--- src/rtl/hub_norm_stage.sv ---
// Normalization stage of the HUB adder: coarse shift by the anticipated leading-zero count,
// one-position correction, exponent adjust, zero/underflow flush, two-register valid/ready pipe.
module hub_norm_stage #(
   parameter int M           = 24,
   parameter int E           = 8,
   parameter int SHIFT_WIDTH = $clog2(M)
) (
   input  logic                   clk,
   input  logic                   rst,
   input  logic                   in_valid,
   output logic                   in_ready,
   input  logic                   in_sign,
   input  logic [E-1:0]           in_exp,
   input  logic [M:0]             in_mant,
   input  logic [SHIFT_WIDTH-1:0] in_shamt,
   output logic                   out_valid,
   input  logic                   out_ready,
   output logic                   out_sign,
   output logic [E-1:0]           out_exp,
   output logic [M:0]             out_mant,
   output logic                   out_zero,
   output logic                   out_underflow,
   output logic [15:0]            corr_count
);

   localparam int EW  = E + 1;
   localparam int SW1 = SHIFT_WIDTH + 1;
   // One extra bit so the clamp value M is always representable.
   localparam logic [SHIFT_WIDTH:0] MaxSh = SW1'(M);

   // Stage 1 registers
   logic         s1_valid_q;
   logic         s1_sign_q;
   logic         s1_zero_q;
   logic [M:0]   s1_mant_q;
   logic [E:0]   s1_exp_q;

   // Output registers
   logic         out_valid_q;
   logic         out_sign_q;
   logic [E-1:0] out_exp_q;
   logic [M:0]   out_mant_q;
   logic         out_zero_q;
   logic         out_unf_q;
   logic [15:0]  corr_count_q;

   logic               adv;
   logic [SHIFT_WIDTH:0] sh;
   logic [M:0]         s1_mant_d;
   logic [E:0]         s1_exp_d;

   logic               corr;
   logic [M:0]         s2_mant;
   logic [E:0]         s2_exp;
   logic               s2_unf;

   logic               out_sign_d;
   logic [E-1:0]       out_exp_d;
   logic [M:0]         out_mant_d;
   logic               out_zero_d;
   logic               out_unf_d;

   assign adv      = !out_valid_q | out_ready;
   assign in_ready = !s1_valid_q | adv;

   always_comb begin
      sh = ({1'b0, in_shamt} > MaxSh) ? MaxSh : {1'b0, in_shamt};
      s1_mant_d = in_mant << sh;
      s1_exp_d  = {1'b0, in_exp} - EW'(sh);
   end

   // The anticipator is exact or one short, so at most one extra left shift is needed.
   always_comb begin
      corr    = !s1_mant_q[M] & !s1_zero_q;
      s2_mant = corr ? (s1_mant_q << 1) : s1_mant_q;
      s2_exp  = s1_exp_q - EW'(corr);
      s2_unf  = !s1_zero_q & (s2_exp[E] | (s2_exp == '0));
   end

   always_comb begin
      out_sign_d = s1_sign_q;
      out_exp_d  = s2_exp[E-1:0];
      out_mant_d = s2_mant;
      out_zero_d = 1'b0;
      out_unf_d  = 1'b0;
      if (s1_zero_q) begin
         out_sign_d = 1'b0;
         out_exp_d  = '0;
         out_mant_d = '0;
         out_zero_d = 1'b1;
      end else if (s2_unf) begin
         out_exp_d  = '0;
         out_mant_d = '0;
         out_zero_d = 1'b1;
         out_unf_d  = 1'b1;
      end
   end

   always_ff @(posedge clk or posedge rst) begin
      if (rst) begin
         s1_valid_q   <= 1'b0;
         s1_sign_q    <= 1'b0;
         s1_zero_q    <= 1'b0;
         s1_mant_q    <= '0;
         s1_exp_q     <= '0;
         out_valid_q  <= 1'b0;
         out_sign_q   <= 1'b0;
         out_exp_q    <= '0;
         out_mant_q   <= '0;
         out_zero_q   <= 1'b0;
         out_unf_q    <= 1'b0;
         corr_count_q <= '0;
      end else begin
         if (in_ready) begin
            s1_valid_q <= in_valid;
            if (in_valid) begin
               s1_sign_q <= in_sign;
               s1_zero_q <= (in_mant == '0);
               s1_mant_q <= s1_mant_d;
               s1_exp_q  <= s1_exp_d;
            end
         end
         if (adv) begin
            out_valid_q <= s1_valid_q;
            if (s1_valid_q) begin
               out_sign_q <= out_sign_d;
               out_exp_q  <= out_exp_d;
               out_mant_q <= out_mant_d;
               out_zero_q <= out_zero_d;
               out_unf_q  <= out_unf_d;
               if (corr && corr_count_q != 16'hFFFF) begin
                  corr_count_q <= corr_count_q + 16'd1;
               end
            end
         end
      end
   end

   assign out_valid     = out_valid_q;
   assign out_sign      = out_sign_q;
   assign out_exp       = out_exp_q;
   assign out_mant      = out_mant_q;
   assign out_zero      = out_zero_q;
   assign out_underflow = out_unf_q;
   assign corr_count    = corr_count_q;

endmodule

--- config.mk ---
export PLATFORM = sky130hd
export DESIGN_NAME = hub_norm_stage
export DESIGN_NICKNAME = d
export VERILOG_FILES = /design/src/rtl/hub_norm_stage.sv
export SDC_FILE = /design/constraint.sdc
export NUM_CORES = 1
export LEC_CHECK = 0
export CELL_PAD_IN_SITES_DETAIL_PLACEMENT = 2
export CELL_PAD_IN_SITES_GLOBAL_PLACEMENT = 2
export CORE_MARGIN = 4
export CORE_UTILIZATION = 25
export CTS_BUF_LIST = sky130_fd_sc_hd__clkbuf_2 sky130_fd_sc_hd__clkbuf_4 sky130_fd_sc_hd__clkbuf_8
export DETAILED_ROUTE_END_ITERATION = 10
export GPL_ROUTABILITY_DRIVEN = 0
export PLACE_DENSITY = 0.64
export SLEW_MARGIN = 15
export SYNTH_ARGS = -nofsm -noshare
export SYNTH_HDL_FRONTEND = slang
export SYNTH_SLANG_ARGS = --single-unit
--- constraint.sdc ---
create_clock -name clk -period 4.9 [get_ports clk]
set_input_delay 1.225 -clock clk [delete_from_list [all_inputs] [get_ports clk]]
set_output_delay 1.225 -clock clk [all_outputs]
set_load 0.1 [all_outputs]
# Word level (Yosys, flattened, before mapping)
# Cells that the tools add are included.
[totals] wordCells=43 register_bits=90 out_inout_bits=54 input_bits=43
[classes] n_lt_le_gt_ge=1 n_eq_ne=1 mux=10 bitwise=5 shifts=1 reduce_logical=10 add_sub_neg=3
[ops] op="25-bit 2-to-1 mux" count=3
[ops] op="25-bit zero test" count=1
[ops] op="25-bit by 5-bit left shift with 25-bit output" count=1
[ops] op="16-bit by 1-bit adder with 16-bit output (second input constant)" count=1
[ops] op="8-bit 2-to-1 mux" count=2
[ops] op="16-bit inequality test (second input constant)" count=1
[ops] op="9-bit zero test" count=1
[ops] op="8-bit by 5-bit subtractor with 9-bit output" count=1
[ops] op="9-bit by 1-bit subtractor with 9-bit output" count=1
[ops] op="5-bit greater-than comparator (second input constant)" count=1
[ops] op="5-bit 2-to-1 mux" count=1
[ops] op="1-bit zero test" count=4
[ops] op="1-bit 2-to-1 mux" count=4
[ops] op="2-bit AND reduction" count=2
[ops] op="1-bit bitwise OR" count=3
[ops] op="3-bit AND reduction" count=1
[ops] op="1-bit bitwise AND" count=2
[ops] op="1-bit logical AND" count=1

# Depth between registers and ports, before layout
[logic_depth] ltp_word=8 depth_mapped=14 depth_no_buf=11

# Least setup slack after synthesis
# No wires, ideal clock.
[synth_path] kind="input to register" from="input out_ready" to="register s1_mant_q[19]" t_arrival_ns=3.356 cell_stages=6 setup_time_ns=0.124 setup_slack_ns=1.420 t_required_ns=4.776 n_path_buf=1 path_cell_list="nand3b_1 > nand2_1 > clkbuf_1 > nor3_1 > a32o_1 > a211o_1"
[synth_between] elab_chain_len=3
[synth_rtl] element="start, declared" line_no="17" text="input logic out_ready,"
[synth_rtl] element="1-bit bitwise OR" line_no="63" text="assign adv = !out_valid_q | out_ready;"
[synth_rtl] element="1-bit bitwise OR" line_no="64" text="assign in_ready = !s1_valid_q | adv;"
[synth_rtl] element="2-bit AND reduction (no source line)"
[synth_rtl] element="end signal, assigned" line_no="119" text="s1_mant_q <= s1_mant_d;"
[synth_rtl] element="end, declared" line_no="35" text="logic [M:0] s1_mant_q;"
# Every way passes these cells.
# A chain may end at the register's enable or synchronous reset.

# Worst setup path after layout
[layout_path] from="input in_shamt[0]" to="register s1_exp_q[6]"
[layout_between] elab_chain_len=3
[layout_rtl] element="start, declared" line_no="15" text="input logic [SHIFT_WIDTH-1:0] in_shamt,"
[layout_rtl] element="5-bit greater-than comparator" line_no="67" text="sh = ({1'b0, in_shamt} > MaxSh) ? MaxSh : {1'b0, in_shamt};"
[layout_rtl] element="5-bit 2-to-1 mux *" line_no="67"
[layout_rtl] element="8-bit by 5-bit subtractor with 9-bit output *" line_no="69" text="s1_exp_d = {1'b0, in_exp} - EW'(sh);"
[layout_rtl] element="end signal, assigned" line_no="120" text="s1_exp_q <= s1_exp_d;"
[layout_rtl] element="end, declared" line_no="36" text="logic [E:0] s1_exp_q;"
# Every way passes the cells marked *; elsewhere a longest branch is shown, timed or not.

==> results.md <==
* TNS Setup at 0 ns
* Crit path launch type: input port
* Period utilization at 77.98%
* # fillers at 2386
* Syn Area/Cell at 9.135 sq um
* Yosys top cell area share at 40.96%
* Clock edge transition at the registers on the reported setup and hold paths at 0.09 ns
* Critical Path End Type: flop
* PD cells at 429.2 mW/mm^2
* Multi-input gate area at 0.003000 sq mm
* Core Region at 0.02135 sq mm
* I/O pins at 97
* Fin util at 32.39%
* Crit-path cells: clkdlybuf4s50_1 > a21bo_4 > inv_4 > ha_1 > inv_1 > fa_1 > a21o_1 > a21oi_1 > nor2b_1 > nor3_1 > xnor2_1 > o21ai_0
* Largest net degree at the start of global routing at 57
* Fin crit period at 3.821 ns
* Worst-path fanout max at 28
* Hold_sp: out_underflow
* Yosys Warn Count at 0
* Post-CTS Resized at 0
* CP arrival at 4.04 ns
* Mapped cell area at 0.005499 sq mm
* Overall power at 2.969 mW
* Die width at 156.3 microns
* Reg2reg end: out_mant[2]
* Sw Share at 50.08%
* Hpwl dp at 14.93 mm
* Final worst setup slack at 1.079 ns
* CTS buffer count at 9
* Slew @ Worst Pin at 1.022 ns
* LEAKAGE at 2.871 nW
* Comb pwr share at 49.2%
* Synth unique cells at 60
* Post-route ant nets at 0
* Total global routing overflow at 0
* Skew-Pair Late Insertion Delay at 0.37 ns
* Clock Skew at 0.01228 ns
* Max-Cap Viols at 0
* Post-Route WL at 19.27 mm
* Cell internal pwr at 1.482 mW
* Vias per cell at 5.133
* CTS tree: built
* Initial antenna violation count at 0
* RSZ-0062 raised after global routing: false
* Diodes inserted at 0
* FMAX at 261.7 MHz
* Final setup violation count at 0
* Flop-to-flop setup slack at 1.20 ns
* Max_slew headroom at 31.68%
* FF-to-FF path depth at 10
* CTS hold repair buffers at 0
* Final Max Tran Viols at 0
* Clock power frac at 16.7%
* Final net count at 740
* Reg power frac at 34.0%
* VDD IR max at 0.1510 mV
* Hold Crit Class: reg2reg
* End of the worst hold path: out_underflow
* Wire length per cell at 19.91 microns
* Vert. Die Dim at 156.3 microns
* Drt first-iter violations at 195
* Psw at 1.487 mW
* Syn nets at 654
* Number of clock sinks at 90
* Initial Util at 25.75%
* FF+latch count, synth at 90
* Area Overhead vs Synth at 25.78%
* Drt drc at 0
* Status: finished, final reports clean
* Yosys top cell by area: dfrtp_1
* Hold depth at 1
* Met1 Wirelength at 9.335 mm
* Post-synthesis sequential area ratio at 40.96%
* Largest cells by area after synthesis: dfrtp_1 (41%), mux2i_1 (8.0%), nand2_1 (7.2%)
* Critical path data required time at 5.12 ns
* Wire length on met3 at 676 microns
* Met2 routed WL at 8.988 mm
* DR top layer: met4
* Critical R2R Launch: s1_zero_q
* Place WS at 0.6408 ns
* Clk buf depth at 2
* FP Rows at 53
* Setup Buffers After CTS at 0
* CP max-delay cell: clkdlybuf4s50_1
* H-tree Lvls at 3
* Synthesized netlist cell count at 602
* CP Class: in2reg
* Main synth FF type: dfrtp_1
* Gr usage total at 15.86%
* Post-synth EDFFs at 0
* First-pass DRT Iterations at 4
* Routed vias at 4969
* Global-route wire length before repair at 31.18 mm
* Proportion of layout cells with a drive suffix above 1 at 8.947%
* Die area at 0.02443 sq mm
* Ys async rst share at 100.0%
* Register Area at 0.002252 sq mm
* Final hold violations at 0
* Clock Tree Root: clkbuf_8
* Vias in the first global route at 5425
* CP peak stage delay at 0.51 ns
* PortBufs at 96
area by class of cell:
cell class / count / area share, %
multi-input combinational: 462 / 43.38
sequential: 90 / 32.56
timing repair buffer: 112 / 15.59
tap: 275 / 4.975
clock buffer: 11 / 2.189
inverter: 13 / 0.7598
clock inverter: 5 / 0.5427
sequential cells by signal, summed over array words and instances, names as in the netlist:
signal,count
out_mant,25
s1_mant_q,25
corr_count,16
s1_exp_q,9
out_exp,8
out_sign,1
out_underflow,1
out_valid,1
out_zero,1
s1_sign_q,1
s1_valid_q,1
s1_zero_q,1
cell usage after synthesis, types with 8 or more instances:
master and n:
inv_1 10, mux2i_1 44, nor3_1 8, nor2b_1 8, o21ai_0 57, clkbuf_1 13
mux2_2 8, nand4_1 10, a21oi_1 28, dfrtp_1 90, nand3_1 24, nor2_1 28
nand2_1 105, buf_2 11, xnor2_1 17, ha_1 8
worst max-delay path by stage:
stage | startpoint | to | slack [ns] | cells past startpoint
after floorplan | rst | corr_count[0] | 1.34 | 1
after global placement | in_shamt[0] | s1_exp_q[6] | 0.74 | 12
after detailed placement | in_shamt[0] | s1_exp_q[6] | 0.64 | 12
after CTS | in_shamt[0] | s1_exp_q[6] | 1.05 | 12
after global routing | s1_zero_q | out_mant[6] | 0.79 | 10
final | in_shamt[0] | s1_exp_q[6] | 1.08 | 12
cell families after synthesis:
| family | count (synthesis) | share of synthesized area, % |
|---|---|---|
| AND/OR/NAND/NOR | 216 | 18.16 |
| adder cells (fa/ha/maj) | 9 | 2.184 |
| XOR/XNOR | 24 | 3.822 |
| flip-flops | 90 | 40.96 |
| AO/OA/AOI/OAI | 154 | 17.88 |
| buffers and inverters | 50 | 4.482 |
| multiplexers | 59 | 12.51 |
layout by cell type, fill, tap and decap left out, drive strengths merged, types with 3 or more instances in the layout:
master and instances:
and2 5, clkdlybuf4s50 95, o31ai 5, o22ai 3, o21ai 61, a21boi 3, mux2i 44, nand2 105
nor2 28, nand3 24, xnor2 17, clkbuf 11, nor3 10, buf 17, a22oi 5, nand2b 6
o211ai 3, or3 6, a21oi 29, nor4 8, nor2b 8, a32oi 3, a32o 3, inv 13
dfrtp 90, mux2 8, mux4 7, ha 8, and3 3, nand4 10, o221ai 6, clkinv 3
a21o 7, a211oi 6, xor2 7, a31oi 4, a22o 4
power groups by stage:
stage          clock (mW)  sequential [mW]  combinational [mW]
2_1_floorplan           0             1.68               0.395
3_3_place_gp            0             1.02                1.45
3_5_place_dp            0             1.03                1.47
4_1_cts             0.515             1.02                1.48
5_1_grt             0.544             1.03                1.54
6_report            0.497             1.01                1.46
per-stage QoR:
stage	std cells	hold WS [ns]	area, sq um
finish	968	0.4930	6917
global placement	952	0.4671	6728
CTS	968	0.4992	6917
global route	968	0.5264	6917
floorplan	602	0.4467	5499
detailed placement	952	0.4781	6728
routing by layer:
layer / vias to the layer above / global-route usage (%)
met5: - / 0
met3: 15 / 1.438
met2: 100 / 26.14
met4: 0 / 4.711
li1: 2344 / -
met1: 2510 / 22.19
worst max-delay path, delay by kind of cell:
kind	cells	cell delay, ns
XOR/XNOR	1	0.14
AND/OR/NAND/NOR	2	0.28
AO/OA/AOI/OAI	4	0.87
buffers and inverters	3	0.88
adder cells (fa/ha/maj)	2	0.64
Power figures use the tool's default switching activity.
